### src/rtl/wbu.sv
// ---------------------------------------------------------------------------
// wbu - writeback unit for the single-issue RV32 NPC core.
//
// Takes one retiring instruction at a time over a valid/ready handshake.
// Loads wait for the data-memory response, then the lane is extracted with
// sign/zero extension. Every instruction produces a one-cycle WRITE phase
// that drives the register file write port and a commit pulse. The
// destination register is exposed while the instruction is in flight so
// decode can stall on hazards.
//
// Ports:
//   clk, rst            clock, asynchronous active-high reset
//   in_valid/in_ready   retire handshake from execute/memory
//   in_pc, in_rd_addr, in_rd_wen, in_sel, in_alu_result, in_csr_rdata,
//   in_load_funct3, in_addr_low                  retiring instruction fields
//   mem_rvalid/mem_rready/mem_rdata              load data response
//   rf_wen, rf_rd_addr, rf_rd_data               register file write port
//   commit_valid, commit_pc                      retire pulse
//   pending_valid, pending_rd                    in-flight destination
// ---------------------------------------------------------------------------
module wbu #(
  parameter int WIDTH = 32
) (
  input  logic             clk,
  input  logic             rst,
  input  logic             in_valid,
  output logic             in_ready,
  input  logic [WIDTH-1:0] in_pc,
  input  logic [4:0]       in_rd_addr,
  input  logic             in_rd_wen,
  input  logic [1:0]       in_sel,
  input  logic [WIDTH-1:0] in_alu_result,
  input  logic [WIDTH-1:0] in_csr_rdata,
  input  logic [2:0]       in_load_funct3,
  input  logic [1:0]       in_addr_low,
  input  logic             mem_rvalid,
  output logic             mem_rready,
  input  logic [WIDTH-1:0] mem_rdata,
  output logic             rf_wen,
  output logic [4:0]       rf_rd_addr,
  output logic [WIDTH-1:0] rf_rd_data,
  output logic             commit_valid,
  output logic [WIDTH-1:0] commit_pc,
  output logic             pending_valid,
  output logic [4:0]       pending_rd
);

  typedef enum logic [1:0] {
    IDLE     = 2'd0,
    WAIT_MEM = 2'd1,
    WRITE    = 2'd2
  } state_e;

  localparam logic [1:0] SEL_ALU  = 2'b00;
  localparam logic [1:0] SEL_LOAD = 2'b01;
  localparam logic [1:0] SEL_PC4  = 2'b10;
  localparam logic [1:0] SEL_CSR  = 2'b11;

  // Non-load result source selection.
  function automatic logic [WIDTH-1:0] sel_result(
    input logic [1:0]       sel,
    input logic [WIDTH-1:0] alu,
    input logic [WIDTH-1:0] pc,
    input logic [WIDTH-1:0] csr
  );
    logic [WIDTH-1:0] res;
    case (sel)
      SEL_ALU: res = alu;
      SEL_PC4: res = pc + WIDTH'(32'd4);  // wraps modulo 2^WIDTH
      SEL_CSR: res = csr;
      default: res = alu;
    endcase
    return res;
  endfunction

  // Load lane extraction; halfword lane uses only addr_low[1].
  function automatic logic [WIDTH-1:0] load_extract(
    input logic [WIDTH-1:0] word,
    input logic [2:0]       funct3,
    input logic [1:0]       lo
  );
    logic [WIDTH-1:0] bsh;
    logic [WIDTH-1:0] hsh;
    logic [WIDTH-1:0] res;
    bsh = word >> {lo, 3'b000};
    hsh = word >> {lo[1], 4'b0000};
    case (funct3)
      3'b000:  res = {{(WIDTH-8){bsh[7]}}, bsh[7:0]};
      3'b001:  res = {{(WIDTH-16){hsh[15]}}, hsh[15:0]};
      3'b100:  res = {{(WIDTH-8){1'b0}}, bsh[7:0]};
      3'b101:  res = {{(WIDTH-16){1'b0}}, hsh[15:0]};
      default: res = word;
    endcase
    return res;
  endfunction

  state_e           state_q, state_d;
  logic [WIDTH-1:0] pc_q, pc_d;
  logic [4:0]       rd_q, rd_d;
  logic             wen_q, wen_d;
  logic [2:0]       funct3_q, funct3_d;
  logic [1:0]       lo_q, lo_d;

  logic             rf_wen_q, rf_wen_d;
  logic [4:0]       rf_addr_q, rf_addr_d;
  logic [WIDTH-1:0] rf_data_q, rf_data_d;
  logic             commit_q, commit_d;
  logic [WIDTH-1:0] commit_pc_q, commit_pc_d;
  logic             pend_v_q, pend_v_d;
  logic [4:0]       pend_rd_q, pend_rd_d;

  logic accept_s;
  logic cap_writes_s;
  logic in_writes_s;

  assign in_ready     = (state_q == IDLE) | (state_q == WRITE);
  assign mem_rready   = (state_q == WAIT_MEM);
  assign accept_s     = in_valid & in_ready;
  assign cap_writes_s = wen_q & (rd_q != 5'd0);
  assign in_writes_s  = in_rd_wen & (in_rd_addr != 5'd0);

  // Next state, captured fields and next values of the registered outputs.
  // Outputs are zero unless the next state is WRITE.
  always_comb begin
    state_d     = state_q;
    pc_d        = pc_q;
    rd_d        = rd_q;
    wen_d       = wen_q;
    funct3_d    = funct3_q;
    lo_d        = lo_q;
    rf_wen_d    = 1'b0;
    rf_addr_d   = 5'd0;
    rf_data_d   = '0;
    commit_d    = 1'b0;
    commit_pc_d = '0;
    pend_v_d    = 1'b0;
    pend_rd_d   = 5'd0;
    case (state_q)
      IDLE, WRITE: begin
        if (accept_s) begin
          pc_d      = in_pc;
          rd_d      = in_rd_addr;
          wen_d     = in_rd_wen;
          funct3_d  = in_load_funct3;
          lo_d      = in_addr_low;
          pend_v_d  = in_writes_s;
          pend_rd_d = in_writes_s ? in_rd_addr : 5'd0;
          if (in_sel == SEL_LOAD) begin
            state_d = WAIT_MEM;
          end else begin
            state_d     = WRITE;
            rf_wen_d    = in_writes_s;
            rf_addr_d   = in_rd_addr;
            rf_data_d   = sel_result(in_sel, in_alu_result, in_pc, in_csr_rdata);
            commit_d    = 1'b1;
            commit_pc_d = in_pc;
          end
        end else begin
          state_d = IDLE;
        end
      end
      WAIT_MEM: begin
        pend_v_d  = cap_writes_s;
        pend_rd_d = cap_writes_s ? rd_q : 5'd0;
        if (mem_rvalid) begin
          state_d     = WRITE;
          rf_wen_d    = cap_writes_s;
          rf_addr_d   = rd_q;
          rf_data_d   = load_extract(mem_rdata, funct3_q, lo_q);
          commit_d    = 1'b1;
          commit_pc_d = pc_q;
        end else begin
          state_d = WAIT_MEM;
        end
      end
      default: begin
        state_d = IDLE;
      end
    endcase
  end

  // State, captured instruction and registered outputs.
  always_ff @(posedge clk or posedge rst) begin
    if (rst) begin
      state_q     <= IDLE;
      pc_q        <= '0;
      rd_q        <= 5'd0;
      wen_q       <= 1'b0;
      funct3_q    <= 3'd0;
      lo_q        <= 2'd0;
      rf_wen_q    <= 1'b0;
      rf_addr_q   <= 5'd0;
      rf_data_q   <= '0;
      commit_q    <= 1'b0;
      commit_pc_q <= '0;
      pend_v_q    <= 1'b0;
      pend_rd_q   <= 5'd0;
    end else begin
      state_q     <= state_d;
      pc_q        <= pc_d;
      rd_q        <= rd_d;
      wen_q       <= wen_d;
      funct3_q    <= funct3_d;
      lo_q        <= lo_d;
      rf_wen_q    <= rf_wen_d;
      rf_addr_q   <= rf_addr_d;
      rf_data_q   <= rf_data_d;
      commit_q    <= commit_d;
      commit_pc_q <= commit_pc_d;
      pend_v_q    <= pend_v_d;
      pend_rd_q   <= pend_rd_d;
    end
  end

  assign rf_wen        = rf_wen_q;
  assign rf_rd_addr    = rf_addr_q;
  assign rf_rd_data    = rf_data_q;
  assign commit_valid  = commit_q;
  assign commit_pc     = commit_pc_q;
  assign pending_valid = pend_v_q;
  assign pending_rd    = pend_rd_q;

endmodule

### config.mk
export PLATFORM = sky130hd
export DESIGN_NAME = wbu
export DESIGN_NICKNAME = d
export VERILOG_FILES = /design/src/rtl/wbu.sv
export SDC_FILE = /design/constraint.sdc
export NUM_CORES = 1
export LEC_CHECK = 0
export ABC_AREA = 1
export CAP_MARGIN = 30
export CORE_UTILIZATION = 40
export CTS_CLUSTER_DIAMETER = 60
export DETAILED_ROUTE_END_ITERATION = 12
export DONT_BUFFER_PORTS = 1
export PLACE_DENSITY = 0.51
export SLEW_MARGIN = 20
export SYNTH_ARGS = -nofsm -noshare
export SYNTH_HDL_FRONTEND = slang
export SYNTH_SLANG_ARGS = --single-unit
### constraint.sdc
create_clock -name clk -period 5.2 [get_ports clk]
set_clock_uncertainty 0.2 [all_clocks]
set_input_delay 1.56 -clock clk [delete_from_list [all_inputs] [get_ports clk]]
set_output_delay 1.56 -clock clk [all_outputs]
set_load 0.05 [all_outputs]
==> run summary <==
Clk Latency, worst-skew pair - 0.41 ns
Total global-route track usage - 26.8%
Yosys top cell area share - 46.7%
Postcts setup bufs - 0
Synth-to-Final Area Change - 12.2%
DRT antenna net count - 0
Syn nets - 1028
Placer Congestion - 0.876
Drt drc - 0
Global-route wire length before repair - 32500 µm
Largest net degree at the start of global routing - 62
Post_cts resized - 0
Port Buf Inserts - 0
Total Power - 2810 µW
Vias per cell - 5.37
Number of max-cap violations - 0
Unrepaired setup endpoints after global routing - false
RR Endpoint - commit_pc[22]
Row count - 46
CTS sink count - 121
Crit path capture type - primary output
Final period util - 61.1%
Post-Syn Area per Cell - 7.35 µm²
Most used flip-flop cell after synthesis - dfrtp_1
Maximum operating frequency - 315 MHz
Reg area - 3030 µm²
Max Slew Vio Count - 0
Fillers - 1660
H-tree depth - 4
Endpoints failing setup - 0
Diode count - 0
RR Startpoint - state_q[0]
Clock transition at path regs - 0.06 ns
IO Pins - 224
Multi-input logic area - 2880 µm²
Layout Nets - 1016
Most common cell after layout, fill and taps aside - nand2_1
Max-slew headroom - 45.1%
Core footprint - 15900 µm²
First-pass iteration count of the detailed router - 6
Worst reg2reg setup slack - 2.59 ns
Worst EP arrival - 1.42 ns
Avg WL per Cell - 19.7 µm
Number of synthesized register bits - 121
Yosys top cell by area - dfrtp_1
Final wirelength - 21700 µm
Total gr overflow - 0
Vias - 5898
Max rail drop VDD - 212 µV
Fin Setup TNS - 0 ns
Initial antenna violation count - 0
Area after DPL - 6640 µm²
Hpwl dp - 16400 µm
Hold endpoint - pc_q[27]
Most frequent cells in the layout - 288 x nand2_1, 121 x dfrtp_1, 97 x inv_1
Yosys synthesis warning count - 0
Width of the die - 129 µm
CTS Buffer Depth - 2
Syn Std Cell Area - 6490 µm²
Critical Path Start Type - flop
Unique masters post-synth - 34
Final Cell Area - 7280 µm²
Iter 0 DRT Violations - 430
Die Area - 16700 µm²
CTS buffer count - 17
Initial core utilization - 40.8%
Worst-Margin Slew - 0.822 ns
Setup CP Type - flop to primary output
HP Start - pc_q[27]
Leak - 0.00357 µW
Outcome - finished, final reports clean
Gate Count Post-Synth - 882
Register-to-Register Path Depth - 6
Number of flops mapped to enable cells by yosys - 0
Share of cells above drive strength 1 - 8.15%
Fin. Hold Viols - 0
Largest cells by area after synthesis - dfrtp_1 47%, nand2_1 17%, inv_1 5.7%, o21ai_0 5.3%, nor2_1 4.2%
Async SR Flop Fraction - 100%
Hold Crit Class - flop to flop
CTS tree - done
Crit path time final - 3.18 ns
Vias in the first global route - 5611
Cts hold-fix bufs - 0
Die height - 129 µm
Hold Path Stages - 2
Clk root buf - clkbuf_16
Critical path fanouts, max - 4
Post-synthesis sequential area ratio - 46.7%
Pwr Density - 386 nW/µm²
CP Data Required Time - 3.44 ns
metrics by stage:
| stage | worst slack (ns) | util, % | std cells | hold WS (ns) |
|---|---|---|---|---|
| 3_5_place_dp | 1.85 | 41.8 | 1065 | 0.326 |
| 2_1_floorplan | 0.226 | - | 882 | 0.249 |
| 5_1_grt | 1.92 | 45.8 | 1099 | 0.360 |
| 6_report | 2.02 | 45.8 | 1099 | 0.336 |
| 4_1_cts | 1.99 | 45.7 | 1097 | 0.339 |
| 3_3_place_gp | 1.86 | 41.8 | 1065 | 0.317 |
cell families (layout without fill, tap and decap cells):
group / after synthesis / in the layout / synth area share [%]
fa+ha+maj: 1 / 1 / 0.193
flops: 121 / 121 / 46.7
simple gates: 436 / 436 / 27.2
compound gates: 178 / 178 / 16.9
buf+inv: 146 / 147 / 9.03
power breakdown:
group | total [µW] | switching, µW | internal [µW]
Clock | 1230 | 454 | 774
Sequential | 1240 | 214 | 1030
Combinational | 338 | 236 | 103
Total | 2810 | 904 | 1900
critical path: stages, from the launching register on:
cell     delay, ns
dfrtp_1       0.36
inv_1         0.35
nor2_1        0.08
buf_4         0.22
synth_stat cells (all sizes together), types with 7 or more instances:
cell type	count
a21oi	23
a22o	17
buf	26
clkbuf	14
dfrtp	121
inv	106
nand2	294
nand3	54
nor2	83
o211ai	9
o21ai	73
o21bai	7
o22ai	42
sequential cells by signal, indices dropped and copies added, names as in the netlist, 2 cells and up:
register / count
rf_rd_addr: 5
lo_q: 2
pending_rd: 5
rd_q: 5
commit_pc: 32
funct3_q: 3
pc_q: 32
rf_rd_data: 32
layer usage:
layer	track usage (%)	wire, µm	vias to the layer above
met2	41.3	9860	266
met1	35.6	9390	2768
li1	-	-	2829
met5	0	0	-
met4	11.0	531	0
met3	7.14	1910	35
worst max-delay path by stage:
stage / slack, ns / from / to
finish: 2.02 / state_q[0] / mem_rready
floorplan: 0.23 / rst / commit_pc[0]
CTS: 1.99 / state_q[0] / mem_rready
global route: 1.92 / state_q[0] / mem_rready
global placement: 1.86 / in_sel[1] / rf_rd_data[1]
detailed placement: 1.85 / in_sel[1] / rf_rd_data[3]
cell type report:
class	instances	area share, %
Clock buffer	20	6.14
Clock inverter	12	2.30
Inverter	106	5.50
Multi-Input combinational cell	615	39.6
Sequential cell	121	41.6
Tap cell	216	3.71
Timing Repair Buffer	9	1.20
(Power assumes the default switching activity.)
